$ cat config.mk
export PLATFORM = sky130hd
export DESIGN_NAME = uart_tx
export DESIGN_NICKNAME = d
export VERILOG_FILES = /design/src/rtl/uart_pkg.sv /design/src/rtl/uart_tx.sv
export SDC_FILE = /design/constraint.sdc
export NUM_CORES = 1
export LEC_CHECK = 0
export BUFFER_PORTS_ARGS = -buffer_cell sky130_fd_sc_hd__buf_2
export CORE_MARGIN = 4
export CORE_UTILIZATION = 40
export DETAILED_ROUTE_END_ITERATION = 6
export PLACE_DENSITY_LB_ADDON = 0.05
export SETUP_SLACK_MARGIN = 0.2
export SYNTH_ARGS = -nofsm -noshare
export SYNTH_HDL_FRONTEND = slang
export SYNTH_SLANG_ARGS = --single-unit
$ cat constraint.sdc
create_clock -name clk_i -period 3.55 [get_ports clk_i]
set_input_delay 0.355 -clock clk_i [delete_from_list [all_inputs] [get_ports clk_i]]
set_output_delay 0.355 -clock clk_i [all_outputs]
set_load 0.01 [all_outputs]
$ cat src/rtl/uart_pkg.sv
// Shared UART definitions: transmit FSM state encoding and serial line levels.
package uart_pkg;

  typedef enum logic [2:0] {
    IDLE,
    START,
    DATA,
    PARITY,
    STOP
  } uart_tx_state_e;

  localparam logic UART_IDLE_LEVEL  = 1'b1;
  localparam logic UART_START_LEVEL = 1'b0;

endpackage : uart_pkg

$ cat src/rtl/uart_tx.sv
// UART transmit framing: start / LSB-first data / optional even parity / stop bits,
// paced by an external baud counter. Define UART_TX_PARITY_EN to insert the parity bit.
module uart_tx
  import uart_pkg::*;
#(
  parameter int DATA_WIDTH = 8,
  parameter int STOP_BITS  = 1
) (
  input  logic                  clk_i,
  input  logic                  rst_i,
  input  logic [DATA_WIDTH-1:0] tx_data_i,
  input  logic                  tx_valid_i,
  output logic                  tx_ready_o,
  input  logic                  baud_tick_i,
  output logic                  baud_en_o,
  output logic                  baud_clear_o,
  output logic                  tx_o,
  output logic                  busy_o
);

  localparam int                CNT_W     = $clog2(DATA_WIDTH);
  localparam logic [CNT_W-1:0]  LAST_BIT  = CNT_W'(DATA_WIDTH - 1);
  localparam logic              LAST_STOP = 1'(STOP_BITS - 1);

  if (STOP_BITS != 1 && STOP_BITS != 2) begin : g_bad_stop_bits
    $error("uart_tx: STOP_BITS must be 1 or 2");
  end
  if (DATA_WIDTH < 5 || DATA_WIDTH > 9) begin : g_bad_data_width
    $error("uart_tx: DATA_WIDTH must be in 5..9");
  end

  uart_tx_state_e        state_q, state_d;
  logic                  entry_q, entry_d;
  logic [DATA_WIDTH-1:0] shift_q, shift_d;
  logic [CNT_W-1:0]      bit_cnt_q, bit_cnt_d;
  logic                  stop_cnt_q, stop_cnt_d;
  logic                  tx_q, tx_d;
  logic                  bit_done;
`ifdef UART_TX_PARITY_EN
  logic                  parity_q, parity_d;
`endif

  // NOTE: all state uses non-blocking assignments so every register samples
  // pre-edge values; blocking here would create order-dependent simulation.
  always_ff @(posedge clk_i) begin
    if (rst_i) begin
      state_q    <= IDLE;
      entry_q    <= 1'b0;
      // NOTE: the shift register is reset too, so an abandoned frame leaves
      // no residue visible to the next one.
      shift_q    <= '0;
      bit_cnt_q  <= '0;
      stop_cnt_q <= 1'b0;
      tx_q       <= UART_IDLE_LEVEL;
`ifdef UART_TX_PARITY_EN
      parity_q   <= 1'b0;
`endif
    end else begin
      state_q    <= state_d;
      entry_q    <= entry_d;
      shift_q    <= shift_d;
      bit_cnt_q  <= bit_cnt_d;
      stop_cnt_q <= stop_cnt_d;
      tx_q       <= tx_d;
`ifdef UART_TX_PARITY_EN
      parity_q   <= parity_d;
`endif
    end
  end

  // The tick is only trusted on counting cycles; during an entry cycle the
  // counter's sticky flag still reflects the previous bit.
  assign bit_done = (state_q != IDLE) && !entry_q && baud_tick_i;

  // NOTE: every signal assigned below gets a default first, so no path can
  // leave it unassigned and infer a latch.
  always_comb begin
    state_d    = state_q;
    entry_d    = 1'b0;
    shift_d    = shift_q;
    bit_cnt_d  = bit_cnt_q;
    stop_cnt_d = stop_cnt_q;
`ifdef UART_TX_PARITY_EN
    parity_d   = parity_q;
`endif

    case (state_q)
      IDLE: begin
        if (tx_valid_i && tx_ready_o) begin
          state_d = START;
          entry_d = 1'b1;
          shift_d = tx_data_i;
`ifdef UART_TX_PARITY_EN
          parity_d = ^tx_data_i;
`endif
        end
      end
      START: begin
        if (bit_done) begin
          state_d   = DATA;
          entry_d   = 1'b1;
          bit_cnt_d = '0;
        end
      end
      DATA: begin
        if (bit_done) begin
          shift_d = shift_q >> 1;
          entry_d = 1'b1;
          if (bit_cnt_q == LAST_BIT) begin
`ifdef UART_TX_PARITY_EN
            state_d = PARITY;
`else
            state_d    = STOP;
            stop_cnt_d = 1'b0;
`endif
          end else begin
            bit_cnt_d = bit_cnt_q + 1'b1;
          end
        end
      end
`ifdef UART_TX_PARITY_EN
      PARITY: begin
        if (bit_done) begin
          state_d    = STOP;
          entry_d    = 1'b1;
          stop_cnt_d = 1'b0;
        end
      end
`endif
      STOP: begin
        if (bit_done) begin
          if (stop_cnt_q == LAST_STOP) begin
            state_d = IDLE;
          end else begin
            stop_cnt_d = stop_cnt_q + 1'b1;
            entry_d    = 1'b1;
          end
        end
      end
      default: state_d = IDLE;
    endcase

    // Line level follows the state being entered, so it changes on the same edge.
    tx_d = UART_IDLE_LEVEL;
    case (state_d)
      START:   tx_d = UART_START_LEVEL;
      DATA:    tx_d = shift_d[0];
`ifdef UART_TX_PARITY_EN
      PARITY:  tx_d = parity_d;
`endif
      default: tx_d = UART_IDLE_LEVEL;
    endcase
  end

  always_comb begin
    tx_ready_o   = (state_q == IDLE);
    busy_o       = (state_q != IDLE);
    baud_clear_o = busy_o && entry_q;
    baud_en_o    = busy_o && !entry_q;
  end

  assign tx_o = tx_q;

endmodule : uart_tx

==> flow_summary.yaml <==
critical_path:
  path_max_fanout: 11
  arrival_ns: 2.02
  cp-end-kind: "flop"
  rrSetupSlack_ns: 1.70
  timing.rr.end: "shift_q[3]"
  cp-start-kind: "flop"
  required_ns: 3.71
  crit_start: "state_q[2]"
  crit_end: "shift_q[3]"
  r2r_cells: 4
  rr_startpoint: "state_q[2]"
  path_class: "flop to flop"
placed_design:
  numPlacedInstances: 131
  dp_worst_setup_slack_ns: 1.65
  io_buffer_count: 16
  routabilityCongestion: 0.790
  placed_area_um2: 913
  place_hpwl_mm: 1.25
floorplan:
  start_util_pct: 42.2
  chipHeight_um: 53.7
  core_area_um2: 1980
  die_width_um: 53.7
  io_pins: 17
  dieArea_um2: 2890
  rows: 16
final_layout:
  final_cells: 135
  fill_cells: 200
  final_util_pct: 47.9
  drive_above_1_share_pct: 24.1
  layout.nets: 123
  diodes: 0
  syn2layout_area_growth_pct: 13.5
  layout_common_cells: "dfxtp_1 (16), buf_2 (16), a21oi_1 (12), nand2_1 (10), a22oi_1 (6)"
  fin_area_um2: 950
synthesis:
  synth-compound-area-share_pct: 25.0
  synth_xor_area_share_pct: 0
  ys_types: 32
  syn_nets: 107
  synth_mux_area_share_pct: 1.20
  ys_warn_count: 0
  ys_seq_elements: 16
  synth-simple-area-share_pct: 26.8
  synth_top_family_by_area: "simple AND/OR/NAND/NOR gates"
  synth.avg_cell_area_um2: 9.00
  synth-adder-area-share_pct: 2.99
  synth_cells: 93
  synth_area_um2: 837
  ys_seq_area_share_pct: 38.3
drt:
  drt_iter0_drc: 8
  drtPass1Iterations: 3
  viasPerCell: 5.29
  drcViolationCount: 0
  routed_wl_mm: 1.68
  antenna_left: 0
  wl_per_cell_um: 12.5
  vias: 714
clock_tree:
  clockBufferDepth: 2
  insertion_delay_ns: 0.28
  cts_root_buf: "clkbuf_4"
  clkSlewWorstSetupHoldPaths_ns: 0.09
  postCtsSetupBuffers: 0
  cts-htree-levels: 1
  post_cts_resized: 0
  cts_tree: "built"
  cts_hold_buf: 0
  cts_buffers: 3
  numClockSinks: 16
timing:
  setup_ws_ns: 1.70
  fin_tns_setup_ns: 0
  tightest_slew_ns: 0.894
  setup_viol: 0
  hold_viol: 0
  period_needed_ns: 1.85
  finalMaxSlewViolations: 0
  fmax_ghz: 0.539
  rsz0062_at_grt: "false"
  skew_ns: 0.00150
  slew-limit-headroom_pct: 40.2
  finalCritPeriodShare_pct: 52.2
global_routing:
  grt_pass1_wl_mm: 2.68
  grt_usage_pct: 13.2
  first_global_vias: 650
  antenna_found_initial: 0
  overflow: 0
  grt_max_degree: 17
outcome:
  status: "complete, no violations"
power_and_ir_drop:
  powerDensity_nw_per_um2: 409
  leakage_nw: 0.372
  peakVddDrop_uv: 210
job:
  maxCapViolations: 0
hold_path:
  hold_path.class: "primary input to flop"
power breakdown:
group	internal, W	leakage, nW	switching [W]	total, W
Combinational	0.0000315	0.220	0.0000394	0.0000709
Sequential	0.000190	0.131	0.00000982	0.000200
Clock	0.0000624	0.0210	0.0000554	0.000118
worst max-delay path: stages (launching register included):
cell and delay (ns):
dfxtp_1 0.42, nor4b_2 0.84, a21oi_1 0.26, nand2_1 0.14, a21oi_1 0.07
layout make-up:
class,count,area (um^2),area share [%]
inverter,3,11.3,1.19
multi-input combinational,69,468,49.3
clock buffer,4,36.3,3.82
timing repair buffer,16,80.1,8.43
sequential,16,320,33.7
tap,27,33.8,3.56
registers in the layout (all words and copies together), names as in the netlist:
name / flops
state_q: 3
tx_o: 1
shift_q: 8
bit_cnt_q: 3
entry_q: 1
through the flow:
stage / hold slack [ns] / total power (W)
2_1_floorplan: 0.424 / 0.000256
3_3_place_gp: 0.443 / 0.000275
3_5_place_dp: 0.455 / 0.000276
4_1_cts: 0.298 / 0.000395
5_1_grt: 0.301 / 0.000411
6_report: 0.307 / 0.000389
Yosys cell counts (all sizes together):
master,n,area share (%)
o21ai,1,0.60
or3b,2,2.4
o2111ai,2,2.1
a21oi,12,7.2
a22oi,6,5.4
nor4b,1,1.8
buf,4,4.0
nand2b,2,1.5
clkbuf,1,0.45
mux2i,1,1.2
or2,2,1.5
nor2,6,3.6
nor3,3,1.8
inv,3,1.3
nor3b,4,4.2
nor2b,5,3.7
o32ai,1,1.9
o211ai,1,0.90
a2111o,1,1.3
a32o,1,1.2
o21a,1,0.90
a211oi,2,2.4
a32oi,1,1.0
ha,2,3.0
nand2,10,4.5
dfxtp,16,38
nand3b,2,1.8
cells by family after synthesis:
| logic type | count (synthesis) |
|---|---|
| buffers and inverters | 8 |
| flip-flops | 16 |
| AO/OA/AOI/OAI | 29 |
| adder cells (fa/ha/maj) | 2 |
| AND/OR/NAND/NOR | 37 |
| multiplexers | 1 |
layer usage:
| layer | wire (um) | vias up | track usage [%] | share of wire [%] |
|---|---|---|---|---|
| met3 | 52 | 2 | 3.32 | 3.1 |
| met5 | 0 | - | 0 | 0 |
| li1 | - | 369 | - | - |
| met4 | 12 | 0 | 6.38 | 0.71 |
| met1 | 777 | 335 | 15.9 | 46 |
| met2 | 840 | 8 | 21.8 | 50 |
worst min path at each step:
| stage | depth (start not counted) | slack (ns) | end | from |
|---|---|---|---|---|
| 5_1_grt | 3 | 0.30 | shift_q[7] | tx_data_i[7] |
| 3_5_place_dp | 2 | 0.46 | shift_q[1] | shift_q[1] |
| 2_1_floorplan | 1 | 0.42 | shift_q[7] | rst_i |
| 3_3_place_gp | 2 | 0.44 | shift_q[4] | shift_q[4] |
| 6_report | 3 | 0.31 | shift_q[7] | tx_data_i[7] |
| 4_1_cts | 3 | 0.30 | shift_q[7] | tx_data_i[7] |
(Power assumes the default switching activity.)
